==> config.mk <==
export PLATFORM = sky130hd
export DESIGN_NAME = demux3w_1to5
export DESIGN_NICKNAME = d
export VERILOG_FILES = /design/src/rtl/demux3w_1to5.sv
export SDC_FILE = /design/constraint.sdc
export NUM_CORES = 1
export LEC_CHECK = 0
export CORE_UTILIZATION = 37
export CTS_BUF_LIST = sky130_fd_sc_hd__clkbuf_4 sky130_fd_sc_hd__clkbuf_8
export DETAILED_ROUTE_END_ITERATION = 10
export PLACE_DENSITY_LB_ADDON = 0.05
export SYNTH_ARGS = -nofsm -noshare
export SYNTH_HDL_FRONTEND = slang
export SYNTH_SLANG_ARGS = --single-unit
==> constraint.sdc <==
create_clock -name Clock -period 1.42 [get_ports Clock]
set_input_delay 0.284 -clock Clock [delete_from_list [all_inputs] [get_ports Clock]]
set_output_delay 0.284 -clock Clock [all_outputs]
set_load 0.005 [all_outputs]
==> src/rtl/demux3w_1to5.sv <==
// demux3w_1to5: routes a data word into one of five registered channels
// (U..Y). It tracks per-channel valid flags and a frame FSM that pulses
// FrameDone when all five channels have been written.
// Reset is synchronous and active-low (Resetn).
// Optional feature macro: DEMUX_AUTOSEQ_EN adds Auto/Ptr round-robin addressing.
// The data-width parameter is called WIDTH because the name W is taken
// by the third channel output.
//
// state | meaning
// IDLE  | no channel valid (Vld == 0)
// FILL  | some, but not all, channels valid
// FULL  | all five channels valid (Vld == 5'b11111)
module demux3w_1to5 #(
  parameter int WIDTH = 3
) (
  input  logic             Clock,
  input  logic             Resetn,
  input  logic [WIDTH-1:0] D,
  input  logic [2:0]       S,
  input  logic             Load,
  input  logic             Clear,
`ifdef DEMUX_AUTOSEQ_EN
  input  logic             Auto,
  output logic [2:0]       Ptr,
`endif
  output logic [WIDTH-1:0] U,
  output logic [WIDTH-1:0] V,
  output logic [WIDTH-1:0] W,
  output logic [WIDTH-1:0] X,
  output logic [WIDTH-1:0] Y,
  output logic [4:0]       Vld,
  output logic             Full,
  output logic             FrameDone,
  output logic             Err
);

  typedef enum logic [1:0] {IDLE, FILL, FULL} state_t;

  state_t     state, state_nxt;
  logic [2:0] sel;
  logic       legal;
  logic       wr;
  logic [4:0] vld_nxt;
  logic       err_nxt;
  logic       done_nxt;

  // Channel selection, write qualification, next Vld/Err, and next FSM state
  always_comb begin
    sel       = S;
    legal     = (S <= 3'd4);
`ifdef DEMUX_AUTOSEQ_EN
    if (Auto) begin
      sel   = Ptr;
      legal = 1'b1;
    end
`endif
    wr        = Load && legal && !Clear;
    vld_nxt   = Vld;
    err_nxt   = Err;
    state_nxt = state;
    if (Clear) begin
      vld_nxt   = 5'b00000;
      err_nxt   = 1'b0;
      state_nxt = IDLE;
    end else if (Load) begin
      if (legal) begin
        for (int i = 0; i < 5; i++) begin
          if (sel == 3'(i)) vld_nxt[i] = 1'b1;
        end
      end else begin
        err_nxt = 1'b1;
      end
      case (state)
        IDLE:    if (legal) state_nxt = (vld_nxt == 5'b11111) ? FULL : FILL;
        FILL:    if (vld_nxt == 5'b11111) state_nxt = FULL;
        FULL:    state_nxt = FULL;
        default: state_nxt = IDLE;
      endcase
    end
    done_nxt = (state_nxt == FULL) && (state != FULL);
  end

  // Frame FSM, valid flags, sticky error and completion pulse
  always_ff @(posedge Clock) begin
    if (!Resetn) begin
      state     <= IDLE;
      Vld       <= 5'b00000;
      Err       <= 1'b0;
      FrameDone <= 1'b0;
    end else begin
      state     <= state_nxt;
      Vld       <= vld_nxt;
      Err       <= err_nxt;
      FrameDone <= done_nxt;
    end
  end

  // Channel data registers; Clear leaves them untouched
  always_ff @(posedge Clock) begin
    if (!Resetn) begin
      U <= '0;
      V <= '0;
      W <= '0;
      X <= '0;
      Y <= '0;
    end else if (wr) begin
      case (sel)
        3'd0:    U <= D;
        3'd1:    V <= D;
        3'd2:    W <= D;
        3'd3:    X <= D;
        3'd4:    Y <= D;
        default: ;
      endcase
    end
  end

`ifdef DEMUX_AUTOSEQ_EN
  // Round-robin write pointer, advances only on auto-sequenced loads
  always_ff @(posedge Clock) begin
    if (!Resetn || Clear) begin
      Ptr <= 3'd0;
    end else if (Auto && Load) begin
      Ptr <= (Ptr == 3'd4) ? 3'd0 : Ptr + 3'd1;
    end
  end
`endif

  assign Full = (state == FULL);

endmodule

# Yosys cells after proc, flatten, opt, wreduce, memory -nomap -nowiden

Index checks and enable logic that the tools add are counted.

Bits in registers: 24
Latch bits: 0
Memory bits (writable): 0
ROM bits: 0
Input port bits: 10
Output and inout bits: 23
Logic and storage cells: 48
Memories: 0

Add/sub/neg operators: 0
Multiply operators: 0
Divide/modulo/power cells: 0
Order comparisons: 1
Equal/unequal tests: 9
Shifts and indexed selects: 0
Muxes and demuxes: 14
Bitwise gates (word level): 2
Reductions and logical operators: 13

Operator list:

| cell                                                   | number |
|---|---|
| two-way mux 5 bit                                      | 3 |
| AND reduction 2 bit                                    | 6 |
| two-way mux 2 bit                                      | 5 |
| equality test 3 x 2 -> 1 bit (second input constant)   | 2 |
| one-hot mux 2 bit (3 select lines)                     | 1 |
| equality test 5 bit (second input constant)            | 1 |
| two-way mux 1 bit                                      | 5 |
| equality test 2 bit (second input constant)            | 2 |
| equality test 3 x 1 -> 1 bit (second input constant)   | 1 |
| equality test 3 bit (second input constant)            | 1 |
| less-or-equal comparator 3 bit (second input constant) | 1 |
| logical AND 1 bit                                      | 3 |
| logical NOT 3 bit                                      | 1 |
| equality test 2 x 1 -> 1 bit (second input constant)   | 1 |
| logical NOT 2 bit                                      | 1 |
| != test 2 bit (second input constant)                  | 1 |
| NOT 1 bit                                              | 2 |
| OR reduction 2 bit                                     | 1 |
| logical NOT 1 bit                                      | 1 |

# Depth between registers and ports, before layout

Gate-level depths: netlist of the first run.

Word-level depth: 13
Gate-level depth with buffers: 6
Gate-level depth less buffers: 4

# Worst setup path after synthesis of the first run

OpenSTA, ideal clock, no wires.

Path type: input to register
From: input S[1]
To: register V[0]
Library setup time: 0.116 ns
Data arrival time: 1.270 ns
Required time: 1.304 ns
Slack: 0.034 ns
Cell stages on the path: 5
Buffers on the path: 2
Cells stage by stage: clkbuf_2 -> or4_4 -> buf_6 -> mux2i_1 -> nor2b_1

Cells in the longest elaborated chain, start to end: 4
Elaborated cells on any way between the ends: 5
Those cells by class: order compare: 1; eq/ne: 1; reduce/logical: 3

Ends and longest elaborated chain:

| element                                | RTL line | source |
|---|---|---|
| from (decl)                            | 19       | `input logic [2:0] S,` |
| less-or-equal comparator 3 bit         | 50       | `legal = (S <= 3'd4);` |
| logical AND 1 bit (2 in a row)         | 57       | `wr = Load && legal && !Clear;` |
| AND reduction 2 bit (no source line) * | -        |  |
| to (signal assigned)                   | 102      | `V <= '0;` |
| to (signal assigned)                   | 109      | `3'd1: V <= D;` |
| to (decl)                              | 27       | `output logic [WIDTH-1:0] V,` |

Every way passes the cells marked *; elsewhere a longest branch is shown, timed or not.
A chain may end at the register's enable or synchronous reset.

# Final worst setup path of the first run

From: input S[0]
To: register state[1]

Cells in the longest elaborated chain, start to end: 11
Elaborated cells on any way between the ends: 21
Those cells by class: order compare: 1; eq/ne: 5; mux: 14; reduce/logical: 1

Ends and longest elaborated chain:

| element                                                                | RTL line | source |
|---|---|---|
| branches (longest 8 deep; another with less-or-equal comparator 3 bit) | -        |  |
| one-hot mux 2 bit (3 select lines) *                                   | 73       | `case (state)` |
| two-way mux 2 bit *                                                    | 65       | `end else if (Load) begin` |
| two-way mux 2 bit *                                                    | 61       | `if (Clear) begin` |
| to (signal assigned)                                                   | 91       | `state <= state_nxt;` |
| to (decl)                                                              | 39       | `state_t state, state_nxt;` |

Mark *: on every way between the ends. The select of a mux whose other input is x is not followed.

==> impl_metrics.tcl, run 1 <==
set metrics [dict create \
    grt_max_degree 16 \
    final-setup-viol-count 0 \
    synth_commonest_cells "dfxtp_1, nor2_1, mux2i_1, nor2b_1, nand2_1" \
    slowest_delay_ns 0.40 \
    synth.cell_area_sq_mm 0.00110 \
    postLayoutCoreUtil 0.603 \
    post-route-min-period_ns 1.39 \
    yosysTopAreaCell "dfxtp_1" \
    cap_violations 0 \
    hold_viol 0 \
    root_buffer "clkbuf_4" \
    ctsHtreeMaxLevel 1 \
    worst_pin_slew_ns 0.332 \
    finalWorstSetupSlack_ns 0.0285 \
    wire_per_inst_microns 13.0 \
    rrSetupSlack_ns 0.12 \
    cp.required_ns 1.67 \
    dp_hpwl_mm 1.86 \
    arrival_ns 1.64 \
    antenna_found_initial 0 \
    tritoncts "done" \
    holdPathStages 2 \
    ant_nets 0 \
    viasPerCell 5.00 \
    clkTransAtPathRegs_ns 0.13 \
    die_w_microns 56.6 \
    setup_tns_ns 0 \
    die_area_sq_mm 0.00320 \
    wirelength_mm 2.60 \
    layout.nets 180 \
    final.fill_count 255 \
    critPathCaptureType "flip-flop" \
    seq_area_frac_synth 0.436 \
    final_cell_count_no_fill 200 \
    crit_fanout 9 \
    cts_max_path_buffers 2 \
    gp_congestion 0.751 \
    initial_core_util 0.396 \
    insertion_delay_ns 0.31 \
    synth_cells 115 \
    yosys.cell_types.count 35 \
    worstReg2RegEnd "state[1]$_SDFF_PN0_" \
    dpl.cell_count 189 \
    synthArstFlopShare 0 \
    drcViolationCount 0 \
    path_buf_inv 3 \
    diodes 0 \
    cts.sinks 24 \
    synth_warnings 0 \
    synth.most_common_cell "dfxtp_1" \
    postSynthAreaPerCell_sq_um 9.59 \
    synth_nets 125 \
    drive_above_1_share 0.373 \
    r2r_start "Vld[3]$_SDFFE_PP0P_" \
    slew_headroom 0.777 \
    ys.flop_type "dfxtp_1" \
    r2r_cells 5 \
    cp-start-kind "primary input" \
    synthDominantCellAreaShare 0.436 \
    ios 33 \
    synth-seq-cells 24 \
    crit_path_top_delay_cell "a2111o_1" \
    num_rows 19 \
    crit_type "primary input to flip-flop" \
    port_buffers 32 \
    num_vias 1000 \
    min_from "Y[2]$_SDFFE_PN0P_" \
    status "complete, no violations" \
    synthTopCellsByArea "dfxtp_1, mux2i_1, nor2b_1" \
    skew_ns 0.000836 \
    groute.usage.overall 0.178 \
    dr.first_iter.drc_count 21 \
    hold_path.class "flip-flop to flip-flop" \
    synth-edff-count 0 \
    crit_family "compound AO/OA/AOI/OAI gates" \
    final_max_slew_viol_count 0 \
    place_ws_ns -0.558 \
    min_to "Y[2]$_SDFFE_PN0P_" \
    core-area_sq_mm 0.00278 \
    grt_pass1_wl_mm 4.50 \
    area_delta_synth_final_pct 52.2 \
    holdWs_ns 0.458 \
    fin_crit_sh 0.980 \
    gr-total-overflow 0 \
    vdd_ir_drop_max_mv 0.532 \
    dieHeight_microns 56.6 \
    p_leak_nw 0.757 \
    fmax_mhz 719 \
    numCtsBuffers 3 \
    grt_pass1_vias 1027 \
    crit_chain "clkdlybuf4s15_1 -> buf_6 -> and3b_1 -> o211ai_1 -> buf_4 -> a2111o_1 -> o21ai_1" \
    p_per_area_mw_per_mm2 726 \
    firstDrtPassIters 4 \
]
## per-stage QoR
step / cell area (sq um) / power (mW)
after floorplan: 1100 / 0.775
after global placement: 1560 / 0.873
after detailed placement: 1560 / 0.874
after CTS: 1640 / 1.23
after global routing: 1680 / 1.28
final: 1680 / 1.22
## per-layer routing
metal  vias up  global-route usage  routed length, microns
met4         0              0.0662                      17
met1       471               0.239                    1260
met2        17               0.292                    1260
met5         -                   0                       0
li1        510                   -                       -
met3         2              0.0207                      72
## flip-flops by register name (all words and copies together) (netlist names)
| register | count |
|---|---|
| V | 3 |
| state | 2 |
| X | 3 |
| FrameDone | 1 |
| W | 3 |
| U | 3 |
| Y | 3 |
| Vld | 5 |
| Err | 1 |
## power by group
part / internal, mW / leakage, nW / switching (mW)
sequential: 0.684 / 0.205 / 0.00576
clock: 0.156 / 0.0210 / 0.198
combinational: 0.0897 / 0.530 / 0.0842
total: 0.930 / 0.757 / 0.288
## how the worst max path moves through the flow
stage / startpoint / end / slack [ns] / cells after the start
6_report: S[0] / state[1]$_SDFF_PN0_ / 0.03 / 7
5_1_grt: Vld[1]$_SDFFE_PP0P_ / FrameDone$_SDFF_PN0_ / -0.003 / 4
4_1_cts: S[0] / state[0]$_SDFF_PN0_ / 0.03 / 7
3_5_place_dp: S[0] / state[0]$_SDFF_PN0_ / -0.56 / 6
3_3_place_gp: S[0] / state[0]$_SDFF_PN0_ / -0.51 / 6
2_1_floorplan: S[1] / V[0]$_SDFFE_PN0P_ / 0.03 / 5
## final cells by class
cell class              count  area, sq um  area share
inverters                   4         15.0     0.00895
multi-input cells          80          599       0.357
clock buffers               4         36.3      0.0216
repair buffers             57          479       0.286
well taps                  31         38.8      0.0231
flip-flops and latches     24          509       0.304
## logic make-up after synthesis
logic type / after synthesis / synth area share
multiplexers: 9 / 0.0817
AND/OR/NAND/NOR: 49 / 0.289
buffers and inverters: 11 / 0.0499
flip-flops: 24 / 0.436
AO/OA/AOI/OAI: 22 / 0.143
## worst min-delay path, stage by stage, from the launching register on
cell	delay, ns
dfxtp_2	0.34
nand2_1	0.04
a21boi_1	0.05
## placed cells by master (no fill, tap or decap), types with 2 or more instances in the layout
cell type / n
a21boi_1: 6
nor2b_1: 9
o21ai_0: 2
mux2i_1: 9
and3b_1: 2
clkdlybuf4s50_1: 4
nand2_1: 8
clkbuf_4: 3
nand3_1: 6
a31oi_1: 2
nor4b_2: 2
buf_6: 2
buf_4: 22
dlygate4sd2_1: 27
inv_1: 3
dfxtp_2: 23
nor2_1: 13
a21oi_1: 4
## what timing repair did
| item | CTS | global route |
|---|---|---|
| resized for setup | 54 | 5 |
| endpoints found under the setup margin | 35 | 3 |
| pin swaps | 4 | 3 |
| setup buffers | 5 | 1 |
| gates cloned | 1 | 0 |
| hold buffers | 0 | 0 |
(Power assumes the default switching activity.)
==> run 2: changes to the inputs <==
--- a/config.mk
+++ b/config.mk
@@ -9,6 +9,7 @@
 export CTS_BUF_LIST = sky130_fd_sc_hd__clkbuf_4 sky130_fd_sc_hd__clkbuf_8
 export DETAILED_ROUTE_END_ITERATION = 10
 export PLACE_DENSITY_LB_ADDON = 0.05
+export REMOVE_ABC_BUFFERS = 1
 export SYNTH_ARGS = -nofsm -noshare
 export SYNTH_HDL_FRONTEND = slang
 export SYNTH_SLANG_ARGS = --single-unit
==> impl_metrics.tcl, run 2 (synthesis results as in run 1) <==
set metrics [dict create \
    status "complete, no violations" \
    grt_use_met3 0.0207 \
    crit_chain "dlygate4sd2_1 -> buf_6 -> nor4bb_4 -> o21ai_2 -> a211oi_2 -> nor4b_4" \
    area_delta_synth_final_pct 56.9 \
    hold_viol 0 \
    setup_tns_ns 0 \
    vdd_ir_drop_max_mv 0.645 \
    drcViolationCount 0 \
    final-setup-viol-count 0 \
    viasPerCell 5.13 \
    dieHeight_microns 56.6 \
    cts_max_path_buffers 2 \
    grt_use_met1 0.238 \
    crit_type "primary input to flip-flop" \
    clkTransAtPathRegs_ns 0.14 \
    num_vias 1036 \
    regMostFlops "Vld" \
    p_per_area_mw_per_mm2 796 \
    cp-start-kind "primary input" \
    final_max_slew_viol_count 0 \
    tritoncts "done" \
    insertion_delay_ns 0.31 \
    ctsHtreeMaxLevel 1 \
    core-area_sq_mm 0.00278 \
    gr-total-overflow 0 \
    ant_nets 0 \
    layout.nets 182 \
    final_cell_mix "dlygate4sd2_1, dfxtp_2, buf_4" \
    antenna_found_initial 0 \
    crit_family "simple AND/OR/NAND/NOR gates" \
    p_leak_nw 0.788 \
    ios 33 \
    busiest_layer "met2" \
    gp_congestion 0.831 \
    crit_fanout 8 \
    rsz0062_at_grt "yes" \
    r2r_cells 5 \
    wire_per_inst_microns 13.1 \
    grt_pass1_wl_mm 4.33 \
    final.fill_count 246 \
    crit_path_top_delay_cell "a211oi_2" \
    min_from "S[2]" \
    final_common_cell "dlygate4sd2_1" \
    die_w_microns 56.6 \
    worst_pin_slew_ns 0.367 \
    drive_above_1_share 0.392 \
    fin_crit_sh 0.987 \
    postLayoutCoreUtil 0.622 \
    num_rows 19 \
    skew_ns 0.00134 \
    met2_usage 0.279 \
    cap_violations 0 \
    hold_path.class "primary input to flip-flop" \
    holdPathStages 4 \
    dr.first_iter.drc_count 26 \
    firstDrtPassIters 4 \
    rrSetupSlack_ns 0.03 \
    p_total_mw 1.38 \
    diodes 0 \
    numCtsBuffers 3 \
    arrival_ns 1.63 \
    grt_pass1_vias 949 \
    groute.usage.overall 0.175 \
    port_buffers 32 \
    slowest_delay_ns 0.31 \
    post-route-min-period_ns 1.40 \
    initial_core_util 0.396 \
    r2r_start "Vld[4]$_SDFFE_PP0P_" \
    slew_headroom 0.755 \
    path_buf_inv 2 \
    fmax_mhz 714 \
    grt_max_degree 15 \
    dp_hpwl_mm 1.88 \
    die_area_sq_mm 0.00320 \
    root_buffer "clkbuf_4" \
    wirelength_mm 2.64 \
    cp.required_ns 1.65 \
    cts.sinks 24 \
    min_to "Y[1]$_SDFFE_PN0P_" \
    critPathCaptureType "flip-flop" \
    hold_buffers 0 \
    worstReg2RegEnd "FrameDone$_SDFF_PN0_" \
    largest_reg_flops 5 \
]
==> run 2: what timing repair did <==
| action | 4_1_cts | 5_1_grt |
|---|---|---|
| pin swaps | 3 | 4 |
| cloned | 1 | 0 |
| endpoints found under the setup margin | 35 | 9 |
| buffers inserted | 5 | 1 |
| endpoints found under the hold margin | 0 | 0 |
| gates resized for setup | 60 | 8 |
==> run 2: worst max path at each step <==
stage	to	start	cells past startpoint
after floorplan	V[0]$_SDFFE_PN0P_	S[0]	4
after global placement	FrameDone$_SDFF_PN0_	S[2]	6
after detailed placement	FrameDone$_SDFF_PN0_	S[2]	6
after CTS	state[0]$_SDFF_PN0_	Vld[0]$_SDFFE_PP0P_	5
after global routing	FrameDone$_SDFF_PN0_	S[0]	6
final	FrameDone$_SDFF_PN0_	S[0]	6
==> run 2: layout make-up <==
type | instances | area (sq um) | share of cell area
sequential | 24 | 510 | 0.295
clock inverter | 1 | 30.0 | 0.0174
tap | 31 | 38.8 | 0.0224
inverter | 4 | 15.0 | 0.00868
multi-input combinational | 80 | 613 | 0.355
timing repair buffer | 59 | 499 | 0.289
clock buffer | 3 | 22.5 | 0.0130
==> run 2: power by group <==
| part | total [mW] | switching [mW] | leakage (nW) | internal, mW |
|---|---|---|---|---|
| Clock | 0.499 | 0.214 | 0.0279 | 0.286 |
| Sequential | 0.689 | 0.00558 | 0.206 | 0.684 |
| Combinational | 0.188 | 0.0896 | 0.554 | 0.0984 |
| Total | 1.38 | 0.309 | 0.788 | 1.07 |
==> run 2: worst reg2reg max path, cell delays in order (launching register included) <==
cell	delay, ns
dfxtp_2	0.35
buf_4	0.11
nor4b_4	0.19
a311oi_2	0.10
a211oi_2	0.31
nor4b_4	0.25
==> run 2: stage by stage <==
step	hold WS [ns]	cells	setup WS (ns)	cell area (sq um)
floorplan	0.384	108	0.117	1060
global placement	0.443	192	-0.522	1580
detailed placement	0.444	192	-0.653	1580
CTS	0.458	202	-0.0112	1700
global route	0.424	202	-0.0503	1730
finish	0.433	202	0.0191	1730
==> run 2: metal layers <==
metal / vias up / routed length [microns] / part of all wire
li1: 515 / - / -
met1: 489 / 1290 / 0.49
met2: 28 / 1210 / 0.46
met3: 4 / 93 / 0.035
met4: 0 / 40 / 0.015
met5: - / 0 / 0
